File: config.mk
export PLATFORM = sky130hd
export DESIGN_NAME = cyusb_frame_scheduler
export DESIGN_NICKNAME = d
export VERILOG_FILES = /design/src/rtl/cyusb_frame_scheduler.sv
export SDC_FILE = /design/constraint.sdc
export NUM_CORES = 1
export LEC_CHECK = 0
export BUFFER_PORTS_ARGS = -buffer_cell sky130_fd_sc_hd__buf_2
export CAP_MARGIN = 20
export CORE_AREA = 2 2 85 87
export DETAILED_ROUTE_END_ITERATION = 10
export DIE_AREA = 0 0 87 89
export PLACE_DENSITY = 0.77
export SYNTH_ARGS = -nofsm -noshare
export SYNTH_HDL_FRONTEND = slang
export SYNTH_SLANG_ARGS = --single-unit
File: constraint.sdc
create_clock -name clk_48M -period 2.8 [get_ports clk_48M]
set_input_delay 0.28 -clock clk_48M [delete_from_list [all_inputs] [get_ports clk_48M]]
set_output_delay 0.28 -clock clk_48M [all_outputs]
set_load 0.1 [all_outputs]
File: src/rtl/cyusb_frame_scheduler.sv
// Ping-pong frame scheduler: writes ADC samples into one of two FIFO banks while USB drains the other.
// Latency: a valid sample reaches fifo_wr_en/fifo_data one clock later; bank swap is decided in one SWAP clock.
// Backpressure: none on samples; if the read bank is still occupied at frame end the frame is dropped and counted.
//
// Ports:
//   clk_48M, rst_n              - clock and asynchronous active-low reset
//   en                          - scheduler enable; low forces IDLE on the next clock
//   frame_start                 - chirp start pulse, honoured only in ARMED
//   sample_valid, sample_data   - ADC sample stream
//   used_0, used_1              - word counts of FIFO bank 0 / bank 1
//   fifo_addr                   - bank currently written (the other bank is read by USB)
//   fifo_rst                    - reset pulse for the write bank
//   fifo_wr_en, fifo_data       - write strobe and data
//   fifo_data_prepare_ok        - a complete frame is waiting in the read bank
//   frame_cnt, drop_cnt, busy   - frames handed over (wraps), frames dropped (saturates), not-IDLE flag
module cyusb_frame_scheduler #(
    parameter int FRAME_WORDS = 1024,
    parameter int RST_CYCLES  = 8,
    parameter int WAIT_CYCLES = 16,
    parameter int USED_W      = 11
) (
    input  logic              clk_48M,
    input  logic              rst_n,
    input  logic              en,
    input  logic              frame_start,
    input  logic              sample_valid,
    input  logic [15:0]       sample_data,
    input  logic [USED_W-1:0] used_0,
    input  logic [USED_W-1:0] used_1,
    output logic              fifo_addr,
    output logic              fifo_rst,
    output logic              fifo_wr_en,
    output logic [15:0]       fifo_data,
    output logic              fifo_data_prepare_ok,
    output logic [15:0]       frame_cnt,
    output logic [15:0]       drop_cnt,
    output logic              busy
);

    localparam int TMAX = (RST_CYCLES > WAIT_CYCLES) ? RST_CYCLES : WAIT_CYCLES;
    localparam int TC_W = $clog2(TMAX + 1);
    localparam int WC_W = (FRAME_WORDS > 1) ? $clog2(FRAME_WORDS) : 1;

    localparam logic [TC_W-1:0] RST_LAST  = TC_W'(RST_CYCLES - 1);
    localparam logic [TC_W-1:0] WAIT_LAST = TC_W'(WAIT_CYCLES - 1);
    localparam logic [WC_W-1:0] WORD_LAST = WC_W'(FRAME_WORDS - 1);

    typedef enum logic [2:0] {
        IDLE,
        RST_BANK,
        RST_WAIT,
        ARMED,
        FILL,
        SWAP
    } state_t;

    state_t            state;
    logic [TC_W-1:0]   tmr;
    logic [WC_W-1:0]   word_cnt;   // index of the next word to be written

    // The read bank is whichever bank is not being written.
    logic [USED_W-1:0] rd_used;
    logic              rd_draining;

    assign rd_used     = fifo_addr ? used_0 : used_1;
    assign rd_draining = (rd_used != '0) && (32'(rd_used) < 32'(FRAME_WORDS));

    always_ff @(posedge clk_48M or negedge rst_n) begin
        if (!rst_n) begin
            state                <= IDLE;
            tmr                  <= '0;
            word_cnt             <= '0;
            fifo_addr            <= 1'b0;
            fifo_rst             <= 1'b0;
            fifo_wr_en           <= 1'b0;
            fifo_data            <= '0;
            fifo_data_prepare_ok <= 1'b0;
            frame_cnt            <= '0;
            drop_cnt             <= '0;
            busy                 <= 1'b0;
        end else if (!en) begin
            // Abort whatever is in flight; bank select and statistics survive.
            state                <= IDLE;
            tmr                  <= '0;
            word_cnt             <= '0;
            fifo_rst             <= 1'b0;
            fifo_wr_en           <= 1'b0;
            fifo_data_prepare_ok <= 1'b0;
            busy                 <= 1'b0;
        end else begin
            fifo_wr_en <= 1'b0;

            // USB has started pulling the frame out. The SWAP branch below
            // assigns later, so a set always wins over a clear in one clock.
            if (fifo_data_prepare_ok && rd_draining) begin
                fifo_data_prepare_ok <= 1'b0;
            end

            case (state)
                IDLE: begin
                    state    <= RST_BANK;
                    tmr      <= '0;
                    fifo_rst <= 1'b1;
                    busy     <= 1'b1;
                end

                RST_BANK: begin
                    if (tmr == RST_LAST) begin
                        state    <= RST_WAIT;
                        tmr      <= '0;
                        fifo_rst <= 1'b0;
                    end else begin
                        tmr <= tmr + 1'b1;
                    end
                end

                // FIFO reset-busy recovery: no writes allowed yet.
                RST_WAIT: begin
                    if (tmr == WAIT_LAST) begin
                        state <= ARMED;
                        tmr   <= '0;
                    end else begin
                        tmr <= tmr + 1'b1;
                    end
                end

                ARMED: begin
                    if (frame_start) begin
                        if (sample_valid) begin
                            // Sample coincident with the start pulse is word 0.
                            fifo_wr_en <= 1'b1;
                            fifo_data  <= sample_data;
                            if (FRAME_WORDS == 1) begin
                                state    <= SWAP;
                                word_cnt <= '0;
                            end else begin
                                state    <= FILL;
                                word_cnt <= WC_W'(1);
                            end
                        end else begin
                            state    <= FILL;
                            word_cnt <= '0;
                        end
                    end
                end

                FILL: begin
                    if (sample_valid) begin
                        fifo_wr_en <= 1'b1;
                        fifo_data  <= sample_data;
                        if (word_cnt == WORD_LAST) begin
                            state    <= SWAP;
                            word_cnt <= '0;
                        end else begin
                            word_cnt <= word_cnt + 1'b1;
                        end
                    end
                end

                SWAP: begin
                    if (rd_used == '0) begin
                        fifo_addr            <= ~fifo_addr;
                        fifo_data_prepare_ok <= 1'b1;
                        frame_cnt            <= frame_cnt + 16'd1;
                    end else if (drop_cnt != 16'hFFFF) begin
                        drop_cnt <= drop_cnt + 16'd1;
                    end
                    // Either way the write bank is reset: a dropped frame is
                    // discarded, a handed-over bank becomes the new read bank.
                    state    <= RST_BANK;
                    tmr      <= '0;
                    fifo_rst <= 1'b1;
                end

                default: begin
                    state    <= IDLE;
                    fifo_rst <= 1'b0;
                    busy     <= 1'b0;
                end
            endcase
        end
    end

endmodule
==> metrics.md, run 1 <==
| Metric | Value |
|---|---|
| Final nets | `484` |
| CTS Buffer Depth | `2` |
| Number of global-route vias before repair | `2748` |
| Number of buffers inserted during clock tree synthesis | `9` |
| Violation count after the first detailed-routing iteration | `between 150 and 200` |
| Weighted congestion at the end of routability-driven global placement | `approximately 0.79` |
| Most used flip-flop cell after synthesis | `dfrtp_1` |
| Type of the worst min-delay path | `input port to asynchronous set/reset pin` |
| Final routed DRC violation total | `0` |
| Hold bufs inserted after CTS | `0` |
| Power, Total | `~2.2 mW` |
| Sequential cell area fraction in the yosys report | `0.500` |
| Worst reg2reg path startpoint | `fifo_addr` |
| Clock tree sinks | `71` |
| Antenna violation net count after detailed routing | `0` |
| Post-synthesis area per instance | `10.5 um^2` |
| Post-CTS Setup Bufs | `0` |
| Data arrival time of the critical path | `2.41 ns` |
| Number of I/O port buffers | `95` |
| Power per cell area | `508 nW/um^2` |
| Boundary Pins | `between 90 and 100` |
| Clock network fraction of total power | `0.372` |
| Worst slew margin relative to its limit | `0.422` |
| Net count after synthesis | `about 390` |
| Required time at the endpoint of the critical path | `just over 3 ns` |
| X dimension of the die | `between 80 and 90 um` |
| Maximum number of pins on one net before global-route repair | `slightly above 70` |
| Clock tree from TritonCTS | `yes` |
| Number of resized instances in the post-cts repair step | `0` |
| Clock-pin slew reported for the worst setup and hold paths after clock tree synthesis | `approximately 0.08 ns` |
| Fin cells | `520` |
| Final HPWL DP | `roughly 5600 um` |
| Vert. Die Dim | `roughly 90 um` |
| Global routing usage summed across all routing layers | `0.202` |
| Fin Clk Skew | `around 0.0049 ns` |
| Routed length per placed instance | `14.8 um` |
| RSZ-0062 raised after global routing | `no` |
| Worst-case register-to-register setup slack | `around 0.61 ns` |
| Root Driver | `clkbuf_8` |
| CP endpoint kind | `flop` |
| Unique masters post-synth | `53` |
| Worst-case reg-to-reg path depth | `6` |
| Number of antenna violations at the first check in global routing | `0` |
| H-tree depth | `3` |
| Worst-case vdd ir drop | `around 0.44 mV` |
| Total Wirelength | `between 7000 and 8000 um` |
| Hold slack | `0.132 ns` |
| Static Leakage | `2.19 nW` |
| Top library cells by usage in the layout, fill and taps aside | `buf_2, dfrtp_1, nand2_1, o21ai_0, xnor2_1` |
| Most common library cell in the layout ignoring fill and taps | `buf_2` |
| Pre-CTS worst setup slack | `between 0.6 and 0.7 ns` |
| Setup violation total in the final timing report | `0` |
| Type of the worst setup path | `flop to flop` |
| Antenna diode instance count | `0` |
| Die area | `roughly 7700 um^2` |
| Synthesis Warnings | `0` |
| Worst Max-Slew Pin Slew | `0.867 ns` |
| First-pass GRT wire length | `around 12000 um` |
| Synthesized netlist cell count | `between 300 and 400` |
| Share of total power in combinational logic | `0.134` |
| Critical path startpoint category | `flop` |
| Share of cells above drive strength 1 | `0.316` |
| Total of flip-flops plus latches after synthesis | `between 70 and 80` |
| Min cycle time layout | `between 2 and 2.5 ns` |
| Core Region | `6720 um^2` |
| DR vias | `2955` |
| Number of slew-limit violations in the final report | `0` |
| Net switching power of the design | `0.643 mW` |
| Total number of placement rows | `30` |
| Final cycle utilization of the critical path | `0.781` |
| Endpoint of the worst-slack reg-to-reg timing path | `frame_cnt[10]` |
| GRT overflow | `0` |
| Max Clock Freq | `~460 MHz` |
| Final count of hold timing violations | `0` |
| Layout overhead on the synthesized area | `20.8%` |
| Max-cap check violation count | `0` |
| Dominant cell type by area after synthesis | `dfrtp_1` |
| Leading post-synthesis cells by cell area | `dfrtp_1, mux2_2, xnor2_1` |
| Clock latency on the worst-skew pair | `between 0.3 and 0.4 ns` |
| Share of synthesized flip-flops with an asynchronous set or reset | `1.00` |
| Fraction of synthesized cell area taken by the top area cell type | `0.500` |
| Sw Ratio | `0.295` |
| Initial core utilization | `0.528` |
| Final total negative setup slack | `0 ns` |
| Post-route worst setup slack | `slightly above 0.6 ns` |
| Area of the mapped netlist | `between 3000 and 4000 um^2` |
| Number of enable-type register cells in the synthesized netlist | `0` |
| Largest fanout on the critical path | `14` |
| Part of the total power dissipated in sequential elements | `0.494` |
| Cells after DPL | `between 500 and 600` |
| Total iterations of the first detailed-routing run | `4` |
| Via-per-instance ratio | `between 5 and 6` |
| Design internal power | `between 1.5 and 2 mW` |
| Result of the run | `completed` |
==> routing by layer <==
metal,GRT usage,up-vias,share of wire
met3,0.0332,13,0.049
met4,0.0838,0,0.018
li1,-,1419,-
met1,0.253,1426,0.44
met5,0,-,0
met2,0.350,97,0.49
==> power by group through the flow <==
stage / combinational [mW] / sequential, mW / clock, mW
final: 0.292 / 1.08 / 0.811
after global routing: 0.309 / 1.08 / 0.876
after CTS: 0.296 / 1.08 / 0.832
after detailed placement: 0.295 / 1.10 / 0
after global placement: 0.291 / 1.09 / 0
after floorplan: 0.0632 / 1.24 / 0
==> cells by family (layout without fill, tap and decap cells) <==
kind of cell | after synthesis | after routing | synth area share
simple gates | 141 | 141 | 0.219
fa+ha+maj | 6 | 6 | 0.0211
compound gates | 46 | 46 | 0.0839
buf+inv | 20 | 122 | 0.0268
flops | 71 | 71 | 0.500
mux | 22 | 22 | 0.0698
xor+xnor | 32 | 32 | 0.0789
==> worst max-delay path: stages, from the launching register on <==
cell	delay (ns)
dfrtp_1	0.46
or4_1	0.55
o22a_1	0.22
a21oi_2	0.29
buf_4	0.26
nand4_1	0.13
xnor2_1	0.17
==> area by class of cell <==
| type | instances | area, um^2 |
|---|---|---|
| fill | 554 | 2430 |
| inverter | 6 | 22.5 |
| timing repair buffer | 100 | 513 |
| clock buffer | 10 | 128 |
| clock inverter | 6 | 71.3 |
| sequential | 71 | 1780 |
| multi-input combinational | 247 | 1680 |
| tap | 80 | 100 |
==> how the worst max path moves through the flow <==
stage | startpoint | endpoint | cells past startpoint
6_report | fifo_addr | frame_cnt[10] | 6
5_1_grt | word_cnt[0] | state[0] | 6
4_1_cts | fifo_addr | frame_cnt[10] | 6
3_5_place_dp | fifo_addr | frame_cnt[10] | 6
3_3_place_gp | fifo_addr | frame_cnt[4] | 6
2_1_floorplan | drop_cnt[7] | drop_cnt[11] | 6
==> synth_stat cells (3+ instances only) <==
cell	n
a21oi_1	4
and2_1	4
and3_1	16
buf_2	4
clkbuf_1	8
dfrtp_1	71
ha_1	6
inv_1	5
mux2_2	18
mux2i_1	3
nand2_1	36
nand2b_1	7
nand3_1	18
nand4_1	9
nor2_1	10
nor3_1	11
nor4_1	8
nor4b_1	3
o21ai_0	23
o31ai_1	3
xnor2_1	19
xor2_1	13
==> metrics by stage <==
step                 util  area [um^2]
floorplan               -         3550
global placement    0.609         4090
detailed placement  0.609         4090
CTS                 0.639         4290
global route        0.639         4290
finish              0.639         4290
==> registers in the layout, summed over array words and instances, names as in the netlist <==
signal                flops
fifo_wr_en                1
fifo_rst                  1
tmr                       5
busy                      1
state                     3
fifo_data_prepare_ok      1
drop_cnt                 16
frame_cnt                16
word_cnt                 10
fifo_addr                 1
fifo_data                16
No activity file was read; power rests on OpenSTA's default activity.
==> inputs of run 2 (changes only) <==
- ABC_AREA: default -> 1
- CORE_AREA: 2 2 85 87 -> 2 2 97 99
- DIE_AREA: 0 0 87 89 -> 0 0 99 101
- PLACE_DENSITY: 0.77 -> 0.73
- clock period: 2.8 -> 1.9 ns (I/O delays scaled with it)
==> metrics.md, run 2 <==
| Metric | Value |
|---|---|
| Global routing usage summed across all routing layers | `0.209 (+0.00672)` |
| Required time at the endpoint of the critical path | `2.14 ns (-0.88 ns)` |
| Type of the worst setup path | `flop to flop` |
| Number of I/O port buffers | `95 (unchanged)` |
| Endpoint of the worst-slack reg-to-reg timing path | `state[2]` |
| Critical Path Most Common Cell | `nand2_1` |
| Net count after synthesis | `647 (+67%)` |
| Antenna violation net count after detailed routing | `0 (unchanged)` |
| Weighted congestion at the end of routability-driven global placement | `0.958 (+22%)` |
| Power per cell area | `1100 nW/um^2 (+120%)` |
| Data arrival time of the critical path | `1.99 ns (-0.42 ns)` |
| Final total negative setup slack | `0 ns (unchanged)` |
| CTS Buffer Depth | `2 (unchanged)` |
| Pre-CTS worst setup slack | `0.161 ns (-0.452 ns)` |
| Post-route worst setup slack | `0.152 ns (-0.461 ns)` |
| Worst-case vdd ir drop | `1.08 mV (+150%)` |
| CP cell instances | `ha_1, nand2_1, nor2_1, ha_1, nor3_1, nor2_1, nand3_1, nand2_1, nand2_1` |
| Maximum number of pins on one net before global-route repair | `72 (unchanged)` |
| Max-cap check violation count | `0 (unchanged)` |
| Total number of placement rows | `35 (+17%)` |
| Routed length per placed instance | `12.5 um (-16%)` |
| Clock-pin slew reported for the worst setup and hold paths after clock tree synthesis | `0.08 ns (about the same)` |
| Core Region | `8980 um^2 (+34%)` |
| H-tree depth | `3 (unchanged)` |
| Number of buffers inserted during clock tree synthesis | `9 (unchanged)` |
| WHS Path Cells | `3` |
| Violation count after the first detailed-routing iteration | `202 (+9.8%)` |
| Share of synthesized flip-flops with an asynchronous set or reset | `1.00 (unchanged)` |
| Cells after DPL | `800 (+59%)` |
| Area of the mapped netlist | `4270 um^2 (+20%)` |
| Setup violation total in the final timing report | `0 (unchanged)` |
| Boundary Pins | `96 (unchanged)` |
| Worst-case reg-to-reg path depth | `9 (+3)` |
| Largest stage delay on the critical path | `0.41 ns (-0.14 ns)` |
| Registers with the most flip-flops | `drop_cnt x16, fifo_data x16, frame_cnt x16` |
| Antenna diode instance count | `0 (unchanged)` |
| Count of buffering cells on the critical path with inverters included | `0 (-1)` |
| Initial core utilization | `0.475 (-0.0534)` |
| Top library cells by usage in the layout, fill and taps aside | `nand2_1, buf_2, inv_1, nor2_1, dfrtp_1` |
| Unique masters post-synth | `34 (-36%)` |
| Worst hold path endpoint | `fifo_data[12]` |
| Fraction of synthesized cell area taken by the top area cell type | `0.417 (-0.0838)` |
| CP endpoint kind | `flop` |
| Layout overhead on the synthesized area | `20.4%` |
| Vert. Die Dim | `101 um (+13%)` |
| GRT overflow | `0 (unchanged)` |
| Hold Startpoint | `sample_data[12]` |
| Library cell contributing the largest single delay on the critical path | `dfrtp_1` |
| Fin cells | `817 (+57%)` |
| Die area | `10000 um^2 (+29%)` |
| Clock tree sinks | `71 (unchanged)` |
| Share of cells above drive strength 1 | `0.234 (-0.0822)` |
| Min cycle time layout | `1.75 ns (-0.439 ns)` |
| Number of global-route vias before repair | `3747 (+36%)` |
| DR vias | `4053 (+37%)` |
| Max Clock Freq | `572 MHz (+25%)` |
| Number of enable-type register cells in the synthesized netlist | `0 (unchanged)` |
| Final cycle utilization of the critical path | `0.920 (+0.139)` |
| Worst Max-Slew Pin Slew | `0.500 ns (-0.367 ns)` |
| Final count of hold timing violations | `0 (unchanged)` |
| Largest fanout on the critical path | `5 (-9)` |
| Worst-case register-to-register setup slack | `0.15 ns (-0.46 ns)` |
| Clock tree from TritonCTS | `yes` |
| Sequential cell area fraction in the yosys report | `0.417 (-0.0838)` |
| Post-CTS Setup Bufs | `0 (unchanged)` |
| Synthesis Warnings | `0 (unchanged)` |
| Synthesized netlist cell count | `598 (+77%)` |
| Post-synthesis area per instance | `7.13 um^2 (-32%)` |
| Most common library cell in the layout ignoring fill and taps | `nand2_1` |
| Number of slew-limit violations in the final report | `0 (unchanged)` |
| RSZ-0062 raised after global routing | `no` |
| Critical path startpoint category | `flop` |
| X dimension of the die | `99 um (+14%)` |
| Total of flip-flops plus latches after synthesis | `71 (unchanged)` |
| Root Driver | `clkbuf_8` |
| Final routed DRC violation total | `0 (unchanged)` |
| Total Wirelength | `10200 um (+33%)` |
| Most frequent cells after synthesis | `nand2_1, dfrtp_1, inv_1` |
| Dominant cell type by area after synthesis | `dfrtp_1` |
| Fin Clk Skew | `0.0127 ns (+0.00777 ns)` |
| Library cell with the highest instance count after synthesis | `nand2_1` |
| Final HPWL DP | `7580 um (+35%)` |
| Worst reg2reg path startpoint | `tmr[0]` |
| Most used flip-flop cell after synthesis | `dfrtp_1` |
| Clock latency on the worst-skew pair | `0.36 ns (+0.02 ns)` |
| Result of the run | `completed` |
| Number of fillers in the final layout | `839 (+51%)` |
| Static Leakage | `2.76 nW (+26%)` |
| Final nets | `750 (+55%)` |
| First-pass GRT wire length | `16800 um (+36%)` |
| Via-per-instance ratio | `4.96 (-13%)` |
| Number of antenna violations at the first check in global routing | `0 (unchanged)` |
| Leading post-synthesis cells by cell area | `dfrtp_1, nand2_1, inv_1` |
| Type of the worst min-delay path | `input port to flop` |
| Cell family contributing the most delay on the critical path | `simple AND/OR/NAND/NOR gates` |
| Worst slew margin relative to its limit | `0.669 (+0.247)` |
| Total iterations of the first detailed-routing run | `4 (unchanged)` |
[run 2: changes by cell type in the layout (fill, tap and decap cells not counted), sizes merged, moves of 6 or more]
cell,before,now
nor4,8,0
nand2b,7,0
inv,6,68
nor3,11,5
and3,16,0
xnor2,19,9
nand3,18,41
nand2,37,250
nor2,10,61
nand4,9,23
mux2,19,0
[run 2: final cells by class]
type                            instances  area, um^2  area share
Sequential cell                        71        1810       0.352
Clock buffer                           11         141      0.0275
Multi-Input combinational cell        448        2160       0.420
Inverter                               69         265      0.0516
Timing Repair Buffer                  102         543       0.106
Tap cell                              111         139      0.0270
Clock inverter                          5        81.3      0.0158
[run 2: cell families after synthesis]
family | after synthesis | share of synthesized area
AND/OR/NAND/NOR | 385 | 0.397
buffers and inverters | 79 | 0.0783
flip-flops | 71 | 0.417
AO/OA/AOI/OAI | 37 | 0.0493
XOR/XNOR | 20 | 0.0411
adder cells (fa/ha/maj) | 6 | 0.0176
[run 2: worst reg2reg max path: stages (launching register included)]
cell and delay (ns):
dfrtp_1 0.41, ha_1 0.19, nand2_1 0.10, nor2_1 0.14, ha_1 0.19, nor3_1 0.07, nor2_1 0.24, nand3_1 0.15
nand2_1 0.09, nand2_1 0.06
[run 2: worst max path at each step]
stage / slack, ns / to / cells past startpoint / startpoint
4_1_cts: 0.15 / frame_cnt[8] / 8 / fifo_addr
2_1_floorplan: 0.09 / frame_cnt[15] / 7 / frame_cnt[10]
5_1_grt: 0.02 / state[0] / 9 / tmr[0]
6_report: 0.15 / state[2] / 9 / tmr[0]
3_3_place_gp: 0.22 / frame_cnt[3] / 8 / fifo_addr
3_5_place_dp: 0.16 / frame_cnt[8] / 8 / fifo_addr
[run 2: per-stage QoR]
step | cell area (um^2) | util | power, mW | hold WS [ns]
2_1_floorplan | 4300 | - | 3.83 | -0.106
3_3_place_gp | 4900 | 0.546 | 4.24 | 0.244
3_5_place_dp | 4900 | 0.546 | 4.28 | 0.248
4_1_cts | 5130 | 0.572 | 5.68 | 0.00962
5_1_grt | 5140 | 0.572 | 5.91 | 0.0175
6_report | 5140 | 0.572 | 5.63 | 0.0223
[run 2: per-layer routing]
| layer | track usage | up-vias | wire length, um |
|---|---|---|---|
| li1 | - | 2088 | - |
| met1 | 0.268 | 1873 | 4560 |
| met2 | 0.350 | 83 | 5000 |
| met3 | 0.0437 | 9 | 506 |
| met4 | 0.0780 | 0 | 133 |
| met5 | 0 | - | 0 |
[run 2: where the power goes]
| part | internal, mW | switching (mW) |
|---|---|---|
| clock | 0.776 | 0.613 |
| sequential | 1.74 | 0.190 |
| combinational | 0.405 | 1.91 |
[run 2: repair_timing]
item,in CTS,in global routing
hold buffers,1,0
endpoints found under the setup margin,0,9
endpoints found under the hold margin,71,0
resized for setup,0,2
==> inputs of run 3 (changes only) <==
- CELL_PAD_IN_SITES_DETAIL_PLACEMENT: default -> 1
- CELL_PAD_IN_SITES_GLOBAL_PLACEMENT: default -> 2
- CORE_AREA: 2 2 97 99 -> 2 2 129 131
- DIE_AREA: 0 0 99 101 -> 0 0 131 133
==> metrics.md, run 3 (same netlist as run 2, synthesis figures left out) <==
| Metric | Value |
|---|---|
| Type of the worst min-delay path | `input port to flop` |
| First-pass GRT wire length | `21700 um (+29%)` |
| Largest fanout on the critical path | `5 (unchanged)` |
| Final HPWL DP | `9920 um (+31%)` |
| Max Clock Freq | `564 MHz (-1.4%)` |
| Required time at the endpoint of the critical path | `2.13 ns (about the same)` |
| Final total negative setup slack | `0 ns (unchanged)` |
| Most common library cell in the layout ignoring fill and taps | `nand2_1` |
| Root Driver | `clkbuf_16` |
| Worst slew margin relative to its limit | `0.638 (-0.0311)` |
| Critical Path Most Common Cell | `nand2_1` |
| CP endpoint kind | `flop` |
| Final count of hold timing violations | `0 (unchanged)` |
| Power per cell area | `1150 nW/um^2 (+4.8%)` |
| Count of buffering cells on the critical path with inverters included | `0 (unchanged)` |
| Layout overhead on the synthesized area | `27.0%` |
| Number of buffers inserted during clock tree synthesis | `9 (unchanged)` |
| Largest stage delay on the critical path | `0.41 ns (about the same)` |
| Data arrival time of the critical path | `2.01 ns (+0.02 ns)` |
| Clock tree from TritonCTS | `yes` |
| Final cycle utilization of the critical path | `0.933 (+0.0131)` |
| Violation count after the first detailed-routing iteration | `203 (+0.50%)` |
| DR vias | `4207 (+3.8%)` |
| Post-route worst setup slack | `0.127 ns (-0.0249 ns)` |
| Clock-pin slew reported for the worst setup and hold paths after clock tree synthesis | `0.06 ns (-0.02 ns)` |
| Share of cells above drive strength 1 | `0.241 (+0.00752)` |
| Registers with the most flip-flops | `drop_cnt x16, fifo_data x16, frame_cnt x16` |
| Type of the worst setup path | `flop to flop` |
| CTS Buffer Depth | `2 (unchanged)` |
| Pre-CTS worst setup slack | `0.139 ns (-0.0216 ns)` |
| Initial core utilization | `0.264 (-0.211)` |
| Number of I/O port buffers | `95 (unchanged)` |
| Critical path startpoint category | `flop` |
| Clock latency on the worst-skew pair | `0.35 ns (about the same)` |
| Vert. Die Dim | `133 um (+32%)` |
| Global routing usage summed across all routing layers | `0.158 (-0.0514)` |
| Worst Max-Slew Pin Slew | `0.539 ns (+0.0391 ns)` |
| Via-per-instance ratio | `4.51 (-9.1%)` |
| Max-cap check violation count | `0 (unchanged)` |
| Total iterations of the first detailed-routing run | `4 (unchanged)` |
| Min cycle time layout | `1.77 ns (+0.0249 ns)` |
| Number of antenna violations at the first check in global routing | `0 (unchanged)` |
| Fin Clk Skew | `0.00634 ns (-0.00633 ns)` |
| RSZ-0062 raised after global routing | `no` |
| Clock tree sinks | `71 (unchanged)` |
| Antenna diode instance count | `0 (unchanged)` |
| H-tree depth | `3 (unchanged)` |
| Static Leakage | `2.83 nW (+2.8%)` |
| Setup violation total in the final timing report | `0 (unchanged)` |
| X dimension of the die | `131 um (+32%)` |
| GRT overflow | `0 (unchanged)` |
| Antenna violation net count after detailed routing | `0 (unchanged)` |
| Weighted congestion at the end of routability-driven global placement | `0.803 (-16%)` |
| CP cell instances | `ha_1, nand2_1, nor2_1, ha_1, nor3_1, nor2_1, nand3_1, nand2_1, nand2_1` |
| Die area | `17400 um^2 (+74%)` |
| Routed length per placed instance | `14.0 um (+12%)` |
| Core Region | `16200 um^2 (+80%)` |
| Total Wirelength | `13000 um (+28%)` |
| Number of global-route vias before repair | `4451 (+19%)` |
| Number of slew-limit violations in the final report | `0 (unchanged)` |
| Top library cells by usage in the layout, fill and taps aside | `nand2_1, buf_2, inv_1, nor2_1, dfrtp_1` |
| Result of the run | `completed` |
| Boundary Pins | `96 (unchanged)` |
| Total number of placement rows | `47 (+34%)` |
| Final nets | `757 (+0.93%)` |
| Maximum number of pins on one net before global-route repair | `39 (-46%)` |
| Library cell contributing the largest single delay on the critical path | `dfrtp_1` |
| Cell family contributing the most delay on the critical path | `simple AND/OR/NAND/NOR gates` |
| Hold slack | `0.0327 ns (+0.0104 ns)` |
| Worst-case vdd ir drop | `0.668 mV (-38%)` |
| Final routed DRC violation total | `0 (unchanged)` |
run 3: changes by cell type in the layout (fill, tap and decap cells not counted), sizes merged:
cell and change:
clkbuf -2, inv +2, buf +7
run 3: power breakdown:
group | internal [mW] | total, mW | switching, mW
registers | 1.74 | 1.94 | 0.196
logic | 0.421 | 2.37 | 1.95
clock network | 1.16 | 1.91 | 0.744
run 3: layer usage:
| layer | track usage | part of all wire | up-vias |
|---|---|---|---|
| li1 | - | - | 2095 |
| met1 | 0.201 | 0.46 | 2045 |
| met2 | 0.264 | 0.49 | 50 |
| met3 | 0.0235 | 0.027 | 17 |
| met4 | 0.0650 | 0.017 | 0 |
| met5 | 0 | 0 | - |
run 3: layout make-up:
type | instances | area (um^2)
Clock buffer | 9 | 225
Clock inverter | 7 | 103
Fill cell | 2019 | 10800
Inverter | 69 | 263
Multi-Input combinational cell | 448 | 2150
Sequential cell | 71 | 1810
Tap cell | 220 | 275
Timing Repair Buffer | 109 | 586
run 3: worst paths after layout:
path	start	end	slack, ns	cells past startpoint
min reg2reg	fifo_rst	fifo_rst	0.47	2
max	tmr[0]	state[2]	0.13	9
max reg2reg	tmr[0]	state[2]	0.13	9
min	sample_data[10]	fifo_data[10]	0.03	3
max in group asynchronous	rst_n	fifo_data[7]	0.87	3
min in group asynchronous	rst_n	fifo_rst	0.36	2
run 3: metrics by stage:
step / util / instance area (um^2) / cells / total power [mW]
6_report: 0.335 / 5420 / 933 / 6.22
5_1_grt: 0.335 / 5420 / 933 / 6.51
4_1_cts: 0.334 / 5410 / 932 / 6.29
3_5_place_dp: 0.314 / 5070 / 915 / 4.34
3_3_place_gp: 0.314 / 5070 / 915 / 4.30
2_1_floorplan: - / 4300 / 598 / 3.83
run 3: repair_timing:
item / CTS / global route
hold buffers: 1 / 0
resized for setup: 0 / 0
hold endpoints to repair: 35 / 0
setup buffers: 0 / 1
setup endpoints to repair: 0 / 3
run 3: worst reg2reg max path, cell delays in order (launching register included):
cell and delay, ns:
dfrtp_1 0.41, ha_1 0.19, nand2_1 0.09, nor2_1 0.14, ha_1 0.19, nor3_1 0.07, nor2_1 0.25, nand3_1 0.17
nand2_1 0.09, nand2_1 0.06
